[src/rtl/fibonacci_index_finder_if.sv]
// Lookup bus for the Fibonacci index finder: request value/start in, search results out.
interface fibonacci_index_finder_if #(
    parameter int WIDTH = 16,
    parameter int IDX_W = 5
);
    logic [WIDTH-1:0] value_in;
    logic             begin_find;
    logic             busy;
    logic             done;
    logic [IDX_W-1:0] index_out;
    logic [WIDTH-1:0] floor_out;
    logic             is_fibo;

    modport master (
        output value_in, begin_find,
        input  busy, done, index_out, floor_out, is_fibo
    );

    modport slave (
        input  value_in, begin_find,
        output busy, done, index_out, floor_out, is_fibo
    );
endinterface

[src/rtl/fibonacci_index_finder.sv]
// Finds the largest n with F(n) <= V by walking the sequence one step per clock;
// reports n, F(n) and whether V is exactly a Fibonacci number.
module fibonacci_index_finder #(
    parameter int WIDTH = 16,
    parameter int IDX_W = 5
) (
    input  logic                     clk,
    input  logic                     reset,
    fibonacci_index_finder_if.slave  bus
);
    typedef enum logic [1:0] {IDLE, SEARCH, DONE} state_t;

    state_t           state_q, state_d;
    logic [WIDTH-1:0] v_q, v_d;
    // One extra bit so F(k+1) can exceed the largest WIDTH-bit value without wrapping.
    logic [WIDTH:0]   f_k_q, f_k_d;
    logic [WIDTH:0]   f_k1_q, f_k1_d;
    logic [IDX_W-1:0] k_q, k_d;
    logic             done_q, done_d;
    logic [IDX_W-1:0] index_q, index_d;
    logic [WIDTH-1:0] floor_q, floor_d;
    logic             is_fibo_q, is_fibo_d;
    logic             term;

    assign term = (f_k1_q > {1'b0, v_q});

    always_ff @(posedge clk) begin
        if (reset) begin
            state_q   <= IDLE;
            v_q       <= '0;
            f_k_q     <= '0;
            f_k1_q    <= '0;
            k_q       <= '0;
            done_q    <= 1'b0;
            index_q   <= '0;
            floor_q   <= '0;
            is_fibo_q <= 1'b0;
        end else begin
            state_q   <= state_d;
            v_q       <= v_d;
            f_k_q     <= f_k_d;
            f_k1_q    <= f_k1_d;
            k_q       <= k_d;
            done_q    <= done_d;
            index_q   <= index_d;
            floor_q   <= floor_d;
            is_fibo_q <= is_fibo_d;
        end
    end

    always_comb begin
        state_d = state_q;
        case (state_q)
            IDLE:    if (bus.begin_find) state_d = SEARCH;
            SEARCH:  if (term) state_d = DONE;
            DONE:    state_d = IDLE;
            default: state_d = IDLE;
        endcase
    end

    always_comb begin
        v_d       = v_q;
        f_k_d     = f_k_q;
        f_k1_d    = f_k1_q;
        k_d       = k_q;
        done_d    = done_q;
        index_d   = index_q;
        floor_d   = floor_q;
        is_fibo_d = is_fibo_q;
        case (state_q)
            IDLE: begin
                if (bus.begin_find) begin
                    v_d    = bus.value_in;
                    f_k_d  = '0;
                    f_k1_d = {{WIDTH{1'b0}}, 1'b1};
                    k_d    = '0;
                    done_d = 1'b0;
                end
            end
            SEARCH: begin
                if (term) begin
                    index_d   = k_q;
                    floor_d   = f_k_q[WIDTH-1:0];
                    is_fibo_d = (f_k_q == {1'b0, v_q});
                    done_d    = 1'b1;
                end else begin
                    f_k_d  = f_k1_q;
                    f_k1_d = f_k_q + f_k1_q;
                    k_d    = k_q + 1'b1;
                end
            end
            DONE:    done_d = 1'b0;
            default: done_d = 1'b0;
        endcase
    end

    assign bus.busy      = (state_q != IDLE);
    assign bus.done      = done_q;
    assign bus.index_out = index_q;
    assign bus.floor_out = floor_q;
    assign bus.is_fibo   = is_fibo_q;
endmodule

[src/flat_wrapper.sv]
// flat-port wrapper written by rule: the top's interface ports become plain ports
module fibonacci_index_finder_flat 
#(
    parameter int WIDTH = 16,
    parameter int IDX_W = 5
)
  (clk, reset, bus_value_in, bus_begin_find, bus_busy, bus_done, bus_index_out, bus_floor_out, bus_is_fibo);
  fibonacci_index_finder_if #(.WIDTH(WIDTH), .IDX_W(IDX_W)) bus_i ();
  input  logic clk;
  input  logic reset;
  input wire logic [$bits(bus_i.value_in)-1:0] bus_value_in;
  input wire logic [$bits(bus_i.begin_find)-1:0] bus_begin_find;
  output wire logic [$bits(bus_i.busy)-1:0] bus_busy;
  output wire logic [$bits(bus_i.done)-1:0] bus_done;
  output wire logic [$bits(bus_i.index_out)-1:0] bus_index_out;
  output wire logic [$bits(bus_i.floor_out)-1:0] bus_floor_out;
  output wire logic [$bits(bus_i.is_fibo)-1:0] bus_is_fibo;
  assign bus_i.value_in = bus_value_in;
  assign bus_i.begin_find = bus_begin_find;
  assign bus_busy = bus_i.busy;
  assign bus_done = bus_i.done;
  assign bus_index_out = bus_i.index_out;
  assign bus_floor_out = bus_i.floor_out;
  assign bus_is_fibo = bus_i.is_fibo;
  fibonacci_index_finder #(.WIDTH(WIDTH), .IDX_W(IDX_W)) u_core (.clk(clk), .reset(reset), .bus(bus_i));
endmodule
[config.mk]
export PLATFORM = sky130hd
export DESIGN_NAME = fibonacci_index_finder_flat
export DESIGN_NICKNAME = d
export VERILOG_FILES = /design/src/rtl/fibonacci_index_finder_if.sv /design/src/rtl/fibonacci_index_finder.sv /design/src/flat_wrapper.sv
export SDC_FILE = /design/constraint.sdc
export NUM_CORES = 1
export LEC_CHECK = 0
export CORE_MARGIN = 8
export CORE_UTILIZATION = 57
export DETAILED_ROUTE_END_ITERATION = 12
export PLACE_DENSITY_LB_ADDON = 0.12
export SLEW_MARGIN = 20
export SYNTH_ARGS = -nofsm -noshare
export SYNTH_HDL_FRONTEND = slang
export SYNTH_SLANG_ARGS = --single-unit
[constraint.sdc]
create_clock -name clk -period 3.4 [get_ports clk]
set_input_delay 0.68 -clock clk [delete_from_list [all_inputs] [get_ports clk]]
set_output_delay 0.68 -clock clk [all_outputs]
set_load 0.01 [all_outputs]
---- After elaboration in Yosys (flattened, before gate mapping) ----
Cells that the tools add are included.
cells by class
  $add $sub $neg .......................... 2
  order comparisons ....................... 1
  div/mod/pow operators ................... 0
  bitwise logic cells ..................... 0
  multiply operators ...................... 0
  mux-type cells .......................... 15
  shift-type cells ........................ 0
  eq/ne operators ......................... 5
  reductions and logical operators ........ 7
operator list
  cell                 count
  $mux 17              4
  $pmux 17 s2          2
  $add 17x17->17       1
  $eq 17x16->1         1
  $gt 17x16->1         1
  $mux 5               2
  $pmux 5 s2           1
  $reduce_and 2->1     3
  $add 5x1->5 const B  1
  $mux 2               2
  $ne 2x2->1 const B   2
  $pmux 2 s2           1
  $reduce_bool 2->1    2
  $reduce_and 3->1     1
  $eq 2x1->1 const B   1
  $logic_not 2->1      1
  $mux 1               2
  $ne 2x1->1 const B   1
  $pmux 1 s2           1
word-level totals
  memories ................................ 0
  word-level logic and storage cells ...... 39
  flip-flop bits (word level) ............. 80
  latch bits .............................. 0
  bits in writable memories ............... 0
  bits in read-only memories .............. 0

---- Longest topological paths before layout ----
Gate-level depths: netlist (run 1).
  depth after elaboration ................. 3
  mapped depth ............................ 11
  gate-level depth less buffers ........... 10

---- Worst setup path before layout (run 1) ----
No wires, ideal clock.
  path kind ............................... reg2reg
  from .................................... register u_core.v_q[6]
  to ...................................... register u_core.f_k1_q[8]
  data required time ...................... 3272 ps
  data arrival time ....................... 2363 ps
  stages on the path, launching flop included .. 12
  slack ................................... 909 ps
  period minus slack after synthesis ...... 2491 ps
  path buffers ............................ 2
  cells stage by stage .................... dfxtp_1 inv_1 ha_1 a211oi_1 nor2_1 a2111oi_2 o22ai_1 o21a_1 clkbuf_1 clkbuf_1 a21oi_1 nor2_1
on the way
  word-level cells in the longest chain between the ends .. 3
RTL lines
  item                               line                          source
  from (decl)                        fibonacci_index_finder.sv:14  logic [WIDTH-1:0] v_q, v_d;
  from (signal assigned)             fibonacci_index_finder.sv:40  v_q <= v_d;
  $gt 17x16->1                       fibonacci_index_finder.sv:25  assign term = (f_k1_q > {1'b0, v_q});
  $ne 2x2->1 (no source line)        n/a
  $reduce_and 3->1 (no source line)  n/a
  to (signal assigned)               fibonacci_index_finder.sv:42  f_k1_q <= f_k1_d;
  to (decl)                          fibonacci_index_finder.sv:17  logic [WIDTH:0] f_k1_q, f_k1_d;
No other way between the ends.
A chain may end at the register's enable or synchronous reset.

---- Final worst setup path (run 1) ----
  from .................................... register u_core.v_q[15]
  to ...................................... register u_core.f_k_q[8]
on the way
  word-level cells in the longest chain between the ends .. 3
RTL lines
  item                               line                          source
  $gt 17x16->1                       fibonacci_index_finder.sv:25
  $ne 2x2->1 (no source line)        n/a
  $reduce_and 3->1 (no source line)  n/a
  to (signal assigned)               fibonacci_index_finder.sv:41  f_k_q <= f_k_d;
  to (decl)                          fibonacci_index_finder.sv:16  logic [WIDTH:0] f_k_q, f_k_d;
No other way between the ends.

==> flow_summary.ini, run 1 <==
[outcome]
status = completed

[sta]
fin_crit_sh = 0.901
rsz0062_at_grt = no
finalSetupViolations = 0
fin_tns_setup_ns = 0
hold_violations = 0
fin_crit_ns = 3.06
relSlewSlack = 0.397
drv_slew = 0
max_freq_mhz = 326
clock_skew_ns = 0.0129
tightest_slew_ns = 0.905
fin_hold_ws_ns = 0.453

[floorplanning]
initial_utilization = 0.586
core_area_um2 = 7210
die_w_um = 102
die_area_um2 = 10400
io_pins = 43
rows = 31
die_h_um = 102

[layout]
final_common_cell = nand2_1
area_growth_pct = 17.0
antenna_cells = 0
drive_gt1_frac = 0.0590
final_cell_mix = 93 x nand2_1, 87 x a21oi_1, 79 x dfxtp_1
fillers = 626
final_nets = 624
regArea_um2 = 1580
multi_input_area_um2 = 2430

[setup_path]
timing.rr.start = u_core.v_q[15]$_SDFFE_PP0P_
cp_slowest_stage_delay_ns = 0.79
crit_path_end_kind = register
crit_buf_inv = 2
start_kind = register
crit_path_max_fanout = 25
r2r_cells = 9
worstPathArrival_ns = 3.34
startpoint = u_core.v_q[15]$_SDFFE_PP0P_
endpoint = u_core.f_k_q[8]$_SDFFE_PP0P_
r2r_slack_ns = 0.34
critical_path_depth = 9
cp_slowest_cell = o21a_1
crit_chain = inv_1 -> ha_1 -> nand4b_1 -> or3_1 -> o22ai_1 -> o21a_1 -> buf_4 -> nand2_1 -> a21oi_1
crit_required_ns = 3.67
r2r-end = u_core.f_k_q[8]$_SDFFE_PP0P_
crit_family = compound AO/OA/AOI/OAI gates
path_class = reg2reg

[route]
wl_per_cell_um = 16.1
wl_um = 10800
drc = 0
via_count = 3911
drt_iter0_markers = 280
avgViaCountPerCell = 5.79
postRouteAntennaNets = 0
first_pass_iters = 5

[synthesis]
yosys-top-cells-area = dfxtp_1 37%, a21oi_1 10%, ha_1 9.8%
synth_flop_cell = dfxtp_1
synth_fp_nets = 592
ys_async_sr_fraction = 0
synth_area_leader_cell = dfxtp_1
avgSynthCellArea_um2 = 7.84
synth_area_um2 = 4230
netlist_instances = 539
yosysWarnings = 0
ys_ff_latch = 79
synth_top_cell_area_share = 0.374
synth_edf_count = 0
synth.yosys.seq_area_share = 0.374
yosys.cell_types.count = 47

[clock_network]
cts_root_buf = clkbuf_8
clk_pin_slew_ns = 0.08
numCtsBuffers = 9
numClockSinks = 79
clockBufferDepth = 2
cts_setup_buffers = 0
post_cts.resized_instances = 0
insertion_delay_ns = 0.35
cts_tree = done
ctsHtreeMaxLevel = 3
cts-hold-fix-buffers = 0

[power]
p_leak_nw = 1.99
powerDensity_nw_per_um2 = 417
ir_worst_vdd_uv = 255

[place]
io_buffers = 42
place.gp.congestion = 0.899
place_hpwl_um = 7710

[min_path]
min_path_cells = 2
hold_class = reg2reg
hp-start = u_core.bus.index_out[0]$_SDFFE_PP0P_

[global_routing]
grt_max_degree = 50
grt_pass1_wl_um = 17800
gr-total-overflow = 0
grt_pass1_vias = 3705
antenna_found_initial = 0
grtUsageTotal = 0.215

[job]
drv_cap = 0
## worst reg2reg max path: cells and delay by family, from the launching register on
kind | cells | cell delay (ns)
buffers and inverters | 2 | 0.40
AOI/OAI and AO/OA | 3 | 1.20
and+or+nand+nor | 3 | 0.74
adders and majority gates | 1 | 0.31
DFF | 1 | 0.37
## cell usage after synthesis, types with 2 or more instances
cell type and n:
or2_2 2, nand2b_1 3, nand3b_1 2, a211oi_1 5, buf_2 2, nand3_1 50, clkbuf_1 27, nor2_1 19
or3_1 4, a41oi_1 2, inv_1 28, or4b_1 2, nor4_1 5, a22oi_1 2, and2_1 3, a21oi_1 87
nand2_1 93, nor2b_1 3, ha_1 33, xor2_1 19, a21o_1 5, o31ai_1 7, nor3_1 8, nand4_1 5
a211o_1 4, o21ai_0 9, or4_1 2, dfxtp_1 79, xnor2_1 5, o21a_1 7
## registers in the layout, summed over array words and instances, names as in the netlist
register	count
u_core.bus.floor_out	16
u_core.bus.index_out	5
u_core.bus.is_fibo	1
u_core.f_k1_q	17
u_core.f_k_q	17
u_core.k_q	5
u_core.state_q	2
u_core.v_q	16
## through the flow
stage	setup WS, ns	utilization	cell area [um^2]	cells	power, mW
finish	0.335	0.686	4950	675	2.06
global route	0.109	0.686	4950	675	2.14
CTS	0.405	0.686	4950	675	2.07
detailed placement	0.480	0.655	4730	659	1.30
global placement	0.546	0.655	4730	659	1.29
floorplan	0.909	-	4230	539	1.19
## worst min path at each step
| stage | to |
|---|---|
| 3_5_place_dp | u_core.bus.floor_out[1]$_SDFFE_PP0P_ |
| 5_1_grt | u_core.bus.index_out[3]$_SDFFE_PP0P_ |
| 3_3_place_gp | u_core.bus.floor_out[1]$_SDFFE_PP0P_ |
| 4_1_cts | u_core.bus.floor_out[1]$_SDFFE_PP0P_ |
| 2_1_floorplan | u_core.f_k1_q[16]$_SDFFE_PP0P_ |
| 6_report | u_core.bus.index_out[0]$_SDFFE_PP0P_ |
## final cells by class
cell class                      instances  area share
Multi-Input combinational cell        402       0.492
Sequential cell                        79       0.320
Timing Repair Buffer                   51      0.0976
Inverter                               28      0.0212
Clock inverter                          7      0.0192
Tap cell                               99      0.0250
Clock buffer                            9      0.0250
## cell families (layout without fill, tap and decap cells)
logic type	after synthesis	after routing	synth area share
adders and majority gates	34	34	0.102
AOI/OAI and AO/OA	136	136	0.192
buffers and inverters	58	95	0.0521
DFF	79	79	0.374
and+or+nand+nor	208	208	0.230
xor gates and xnor gates	24	24	0.0497
## power breakdown
part	total, mW	internal [mW]	leakage (nW)	switching [mW]
sequential	0.967	0.945	0.639	0.0218
combinational	0.315	0.0986	1.24	0.217
clock	0.782	0.416	0.110	0.365
total	2.06	1.46	1.99	0.604
## layer usage
metal	GRT usage	vias up	share of wire
met5	0	-	0
met4	0.0835	0	0.025
met3	0.0381	21	0.074
met2	0.335	132	0.44
met1	0.286	1812	0.46
li1	-	1946	-
Power figures use the tool's default switching activity.
==> run 2: changes to the inputs <==
CTS_CLUSTER_DIAMETER = 100   (was unset)
RECOVER_POWER = 50   (was unset)
==> run 2 against run 1 <==
Net effect:
- clock skew down 0.00068 ns
- core utilization down 0.052 points
- die area unchanged
- critical path type unchanged
- critical endpoint unchanged
- largest power group unchanged
==> flow_summary.ini, run 2 (same netlist as run 1, synthesis figures left out) <==
[global_routing]
grt_pass1_wl_um = 17800
gr-total-overflow = 0
grt_max_degree = 50
antenna_found_initial = 0
grtUsageTotal = 0.215
grt_pass1_vias = 3705

[sta]
finalWorstSetupSlack_ns = 0.345
fin_crit_ns = 3.06
hold_violations = 0
relSlewSlack = 0.375
clock_skew_ns = 0.0122
rsz0062_at_grt = no
fin_tns_setup_ns = 0
max_freq_mhz = 327
drv_slew = 0
fin_hold_ws_ns = 0.450
fin_crit_sh = 0.899
finalSetupViolations = 0
tightest_slew_ns = 0.937

[min_path]
hold_class = reg2reg
hp-start = u_core.bus.index_out[0]$_SDFFE_PP0P_
min_path_cells = 2

[setup_path]
timing.rr.start = u_core.v_q[15]$_SDFFE_PP0P_
path_class = reg2reg
crit_path_end_kind = register
critical_path_depth = 9
crit_path_max_fanout = 25
crit_buf_inv = 2
cp_slowest_stage_delay_ns = 0.79
worstPathArrival_ns = 3.33
crit_family = compound AO/OA/AOI/OAI gates
start_kind = register
r2r_cells = 9
crit_chain = inv_1 -> ha_1 -> nand4b_1 -> or3_1 -> o22ai_1 -> o21a_1 -> buf_4 -> nand2_1 -> a21oi_1
crit_required_ns = 3.67
startpoint = u_core.v_q[15]$_SDFFE_PP0P_
cp_slowest_cell = o21a_1

[power]
power.internal_mw = 1.46
ir_worst_vdd_uv = 255
swShare = 0.292
p_leak_nw = 2.08
p_switching_mw = 0.601
pwr-share-clk = 0.378
powerDensity_nw_per_um2 = 417
pwr-share-comb = 0.153
seqPwrFrac = 0.469
p_total_mw = 2.06

[place]
placed_cells = 659
dpl-instance-area_um2 = 4730
place.gp.congestion = 0.899
pre_cts_slack_ns = 0.480
io_buffers = 42
place_hpwl_um = 7710

[layout]
final_nets = 624
final_common_cell = nand2_1
final_cell_mix = 93 x nand2_1, 87 x a21oi_1, 79 x dfxtp_1
final_area_um2 = 4940
antenna_cells = 0
drive_gt1_frac = 0.0573
fillers = 628
utilization = 0.685
area_growth_pct = 16.9
stdcell_count = 675
top_regs = u_core.f_k1_q (17), u_core.f_k_q (17)

[clock_network]
numCtsBuffers = 9
ctsHtreeMaxLevel = 3
cts_tree = done
cts_setup_buffers = 0
insertion_delay_ns = 0.35
cts_root_buf = clkbuf_8
clk_pin_slew_ns = 0.08
numClockSinks = 79
clockBufferDepth = 2
cts-hold-fix-buffers = 0
post_cts.resized_instances = 0

[route]
wl_per_cell_um = 16.1
drt_iter0_markers = 272
first_pass_iters = 5
postRouteAntennaNets = 0
avgViaCountPerCell = 5.82
wl_met2_um = 4810
met1_length_um = 5070
met3_length_um = 721
drc = 0
maxUsedRoutingLayer = met4
via_count = 3927
wl_um = 10900

[floorplanning]
die_area_um2 = 10400
die_w_um = 102
rows = 31
io_pins = 43
core_area_um2 = 7210
die_h_um = 102
initial_utilization = 0.586

[outcome]
status = completed

[job]
drv_cap = 0
[run 2: cell types whose count changed in the layout (fill, tap and decap cells not counted), sizes merged]
cell and change:
clkdlybuf4s50 -25, dlygate4sd3 +25, buf -1, clkbuf +1
[run 2: path summary, 6_finish.rpt]
kind	endpoint	slack [ns]
setup / recovery	u_core.f_k_q[8]$_SDFFE_PP0P_	0.34
hold / removal	u_core.bus.index_out[0]$_SDFFE_PP0P_	0.45
setup reg to reg	u_core.f_k_q[8]$_SDFFE_PP0P_	0.34
hold reg to reg	u_core.bus.index_out[0]$_SDFFE_PP0P_	0.45
[run 2: final cells by class]
class                      instances  area, um^2  area share
clock buffer                       9         124      0.0251
tap                               99         124      0.0251
sequential                        79        1580       0.320
clock inverter                     7        95.1      0.0192
multi-input combinational        402        2430       0.492
timing repair buffer              51         479      0.0970
inverter                          28         105      0.0213
[run 2: metal layers]
metal / up-vias / GRT usage
li1: 1945 / -
met1: 1833 / 0.286
met2: 128 / 0.335
met3: 21 / 0.0381
met4: 0 / 0.0835
met5: - / 0
[run 2: power by group through the flow]
stage / registers [mW] / clock network (mW) / logic, mW
final: 0.967 / 0.778 / 0.315
after global routing: 0.970 / 0.825 / 0.344
after CTS: 0.967 / 0.785 / 0.314
after detailed placement: 0.988 / 0 / 0.311
after global placement: 0.987 / 0 / 0.305
after floorplan: 0.982 / 0 / 0.209
[run 2: worst reg2reg max path: cells and delay by family (launching register included)]
kind,cells,cell delay (ns)
AOI/OAI and AO/OA,3,1.19
and+or+nand+nor,3,0.73
buffers and inverters,2,0.40
DFF,1,0.37
adders and majority gates,1,0.31
==> run 3: changes to the inputs <==
SKIP_CTS_REPAIR_TIMING = 1   (was unset)
==> results of run 3 <==
No change in the layout: final DEF, timing and power equal those of run 2.
==> edit 1 (flow settings as in run 1) <==
Make the reset (`reset`) asynchronous in one clocked block.
--- a/src/rtl/fibonacci_index_finder.sv
+++ b/src/rtl/fibonacci_index_finder.sv
@@ -25,5 +25,5 @@
     assign term = (f_k1_q > {1'b0, v_q});
 
-    always_ff @(posedge clk) begin
+    always_ff @(posedge clk or posedge reset) begin
         if (reset) begin
             state_q   <= IDLE;
Formal check against the unedited RTL: differs if reset is asserted again (counterexample within 4 cycles, from zero or initial values and one cycle with reset high); with reset held inactive, the same outputs for 10 cycles.
==> edit 1 against run 1 <==
  * Worst setup slack better by 260 ps
  * Hold slack improved by 42 ps
  * First-iteration DRC count decreased by 3.9%
  * Sequential cell count stayed put
  * Cell area increased by 8.1%
  * Clock skew down 2.1 ps
  * Synthesized area increased by 8.4%
  * Routed wire length increased by 2.5%
  * Synthesized cell count shrank 17%
Power is not compared: it rests on default switching activity, and its combinational part moved more than twofold at a synthesized area within 25%.
==> edit 1: results (changes against run 1) <==
* Status: complete, no violations
* DRT iter0 DRCs at 269 (-3.9%)
* Setup WS pre-CTS at 577 ps (+97.2 ps)
* Detailed placer's ending HPWL at 8200 um (+6.3%)
* Met1 Usage GRT at 29.8% (+1.2 points)
* Reg2Reg Depth at 7 (-2)
* Non-clk invs at 31 (+11%)
* DR WL/cell at 18.7 um (+17%)
* Vias in the first global route at 3511 (-5.2%)
* Worst reg2reg path startpoint: u_core.f_k1_q[14]
* Cell area after layout at 0.00535 mm^2 (+8.1%)
* Pin count of the biggest net entering global routing at 44 (-12%)
* Asr flop ratio synth at 100% (+100 points)
* Nonclk buf count at 49 (-3.9%)
* Hold Startpoint: u_core.bus.index_out[0]
* NonClk Buf Share at 9.31% (-0.45 points)
* Mean Syn Cell Area at 10.3 um^2 (+31%)
* Synth Area in Compound Gates at 16.0% (-3.2 points)
* Clk tree area frac at 4.38% (-0.052 points)
* WL met2 at 4800 um (+0.25%)
* Fill count at 598 (-4.5%)
* Routed met1 length at 5400 um (+8.4%)
* Worst-margin pin slew at 821 ps (-84.1 ps)
* Crit path arrival time at 3050 ps (-290 ps)
* Synth top area cells: dfrtp_1, ha_1, nand2_1, o21ai_0, mux2i_1
* Min Hold Slack at 495 ps (+41.6 ps)
* Layout cells sized above 1 at 9.57% (+3.7 points)
* Hold Path Sink: u_core.bus.index_out[0]
* Met3 wire len at 736 um (-7.7%)
* Yosys cell types at 56 (+19%)
* Seq/total area at 37.0% (+5.0 points)
* Most common flop cell mapped by yosys: dfrtp_1
* Multi-input logic area at 0.00239 mm^2 (-1.6%)
* Placed Area at 0.00511 mm^2 (+8.2%)
* Clock Skew at 10.7 ps (-2.13 ps)
* Post-synthesis mux area share at 10.4% (+10 points)
* Post-Synth Adder-Cell Area at 9.44% (-0.80 points)
* DR vias/cell at 5.91 (+2.0%)
* Flop2flop setup slack at 590 ps (+260 ps)
* Gpl congestion at 0.860 (-4.4%)
* Crit-path max FO at 23 (-8.0%)
* Met2 Use GR at 29.4% (-4.1 points)
* Layout sequential cell count at 79 (unchanged)
* Hold path cells at 1 (-1)
* Routed WL at 11100 um (+2.5%)
* Post-synth net total at 498 (-16%)
* Worst R2R End: u_core.bus.floor_out[0]
* Dpl cells at 578 (-12%)
* Drt first pass iters at 4 (-1)
edit 1: cell count changes after synthesis, moves of 30 or more:
cell            run 1  this run
dfrtp_1             0        79
dfxtp_1            79         0
nand3_1            50         3
o21ai_0             9        39
nand2_1            93        63
a21oi_1            87        15
edit 1: worst max-delay path by stage:
| stage | start | endpoint | cells after the start | slack [ps] |
|---|---|---|---|---|
| floorplan | reset | u_core.bus.done | 1 | 700 |
| global placement | u_core.f_k1_q[14] | u_core.bus.index_out[0] | 7 | 670 |
| detailed placement | u_core.f_k1_q[14] | u_core.bus.index_out[3] | 7 | 580 |
| CTS | u_core.f_k1_q[14] | u_core.bus.index_out[3] | 7 | 570 |
| global route | u_core.f_k1_q[14] | u_core.bus.floor_out[4] | 7 | 390 |
| finish | u_core.f_k1_q[14] | u_core.bus.floor_out[0] | 7 | 590 |
edit 1: worst max-delay path, stage by stage (launching register included):
cell     delay (ps)
dfrtp_1         430
ha_1            330
nand3_2         130
nor4_4          340
inv_2            70
o21ai_2         270
nand3_2         590
mux2_1          540
==> edit 2 (settings of run 1) <==
Made on the original files. `WIDTH` is set to 16 in 3 places; all go to 32.
--- a/src/rtl/fibonacci_index_finder_if.sv
+++ b/src/rtl/fibonacci_index_finder_if.sv
@@ -1,5 +1,5 @@
 // Lookup bus for the Fibonacci index finder: request value/start in, search results out.
 interface fibonacci_index_finder_if #(
-    parameter int WIDTH = 16,
+    parameter int WIDTH = 32,
     parameter int IDX_W = 5
 );
--- a/src/rtl/fibonacci_index_finder.sv
+++ b/src/rtl/fibonacci_index_finder.sv
@@ -2,5 +2,5 @@
 // reports n, F(n) and whether V is exactly a Fibonacci number.
 module fibonacci_index_finder #(
-    parameter int WIDTH = 16,
+    parameter int WIDTH = 32,
     parameter int IDX_W = 5
 ) (
--- a/src/flat_wrapper.sv
+++ b/src/flat_wrapper.sv
@@ -2,5 +2,5 @@
 module fibonacci_index_finder_flat 
 #(
-    parameter int WIDTH = 16,
+    parameter int WIDTH = 32,
     parameter int IDX_W = 5
 )
Interface: changed (resized bus_floor_out and bus_value_in); port bits go from 43 to 75. No check against the original RTL was run, so the function may have changed too.
==> edit 2 against run 1 <==
  * Utilization about the same
  * Synthesized area increased by 90%
  * Routed wire length increased by 100%
  * Largest power group is now clock
  * Worst setup slack got worse by 150 ps
  * Clock skew decreased by 2.7 ps
  * Cell area increased by 92%
  * Sequential cell count increased by 64
  * Combinational power increased by 37%
  * Global-route usage increased by 3.4 points
  * Die area increased by 74%
  * Sequential power increased by 80%
  * Total power increased by 95%
==> edit 2: results (changes against run 1) <==
* Clk root buf: clkbuf_16
* Post-synth net total at 1136 (+92%)
* DR vias at 7526 (+92%)
* DR WL/cell at 17.3 um (+7.7%)
* Layout cells sized above 1 at 5.93% (+0.028 points)
* Syn Inst Count at 1035 (+92%)
* Gpl congestion at 0.950 (+5.6%)
* Post-synth top cells: nand2_1, a21oi_1, dfxtp_1
* Pin count of the biggest net entering global routing at 95 (+90%)
* Core Region at 0.0138 mm^2 (+92%)
* Clock Skew at 10.2 ps (-2.70 ps)
* Worst R2R End: u_core.f_k1_q[5]
* Internal power at 2.99 mW (+100%)
* Tmin final at 3210 ps (+150 ps)
* CTS Buf Count at 17 (+8)
* Net count, final at 1185 (+90%)
* Total track usage at 24.8% (+3.4 points)
* Port bufs at 74 (+76%)
* Dpl cells at 1245 (+89%)
* Leak at 3.81 nW (+91%)
* Crit-path max FO at 44 (+76%)
* Status: complete, no violations
* DRT iter0 DRCs at 607 (+120%)
* First-pass GRT wire length at 36200 um (+100%)
* Worst slew margin at 32.6% (-7.1 points)
* Post-synthesis sequential area ratio at 35.7% (-1.7 points)
* Reg2Reg Depth at 11 (+2)
-- edit 2: area by class of cell --
type                    count  area [um^2]
repair buffers             93          906
multi-input cells         786         4740
clock inverters             9          109
fillers                  1136         4350
well taps                 180          225
inverters                  43          161
flip-flops and latches    143         2860
clock buffers              22          474
-- edit 2: worst max-delay path: stages, from the launching register on --
cell and delay [ps]:
dfxtp_1 370, inv_1 60, ha_1 290, nand4_1 160, or3_1 440, or3_1 380
a31oi_1 280, o31a_2 470, buf_12 270, nor3_1 90, a21oi_1 170, nor2_1 50
-- edit 2: worst min path at each step --
stage,start,end,slack [ps],cells after the start
after floorplan,u_core.k_q[4],u_core.bus.index_out[4],440,2
after global placement,u_core.bus.floor_out[3],u_core.bus.floor_out[3],440,2
after detailed placement,u_core.bus.floor_out[29],u_core.bus.floor_out[29],450,2
after CTS,u_core.bus.floor_out[29],u_core.bus.floor_out[29],450,2
after global routing,u_core.bus.floor_out[13],u_core.bus.floor_out[13],470,2
final,u_core.bus.floor_out[16],u_core.bus.floor_out[16],450,2
-- edit 2: power groups by stage --
stage	clock network, mW	logic (mW)	registers, mW
finish	1.86	0.430	1.74
detailed placement	0	0.424	1.77
floorplan	0	0.267	1.76
global placement	0	0.419	1.77
CTS	1.88	0.427	1.74
global route	1.95	0.469	1.74
-- edit 2: logic make-up after synthesis --
group	count (synthesis)	synth area share [%]
and+or+nand+nor	403	23.6
muxes	4	0.500
DFF	143	35.7
buffers and inverters	106	5.40
xor gates and xnor gates	52	5.68
AOI/OAI and AO/OA	261	18.7
adders and majority gates	66	10.4
-- edit 2: routing by layer --
metal | part of all wire, % | track usage, %
met1 | 45 | 32.6
met2 | 46 | 39.1
met3 | 7.0 | 6.13
met4 | 1.9 | 8.05
met5 | 0 | 0
-- edit 2: stage by stage --
step | util, % | hold slack (ps) | area, um^2
final | 68.6 | 453 | 9480
after detailed placement | 64.3 | 446 | 8900
after CTS | 68.6 | 454 | 9480
after floorplan | - | 442 | 8010
after global routing | 68.6 | 468 | 9480
after global placement | 64.3 | 441 | 8900
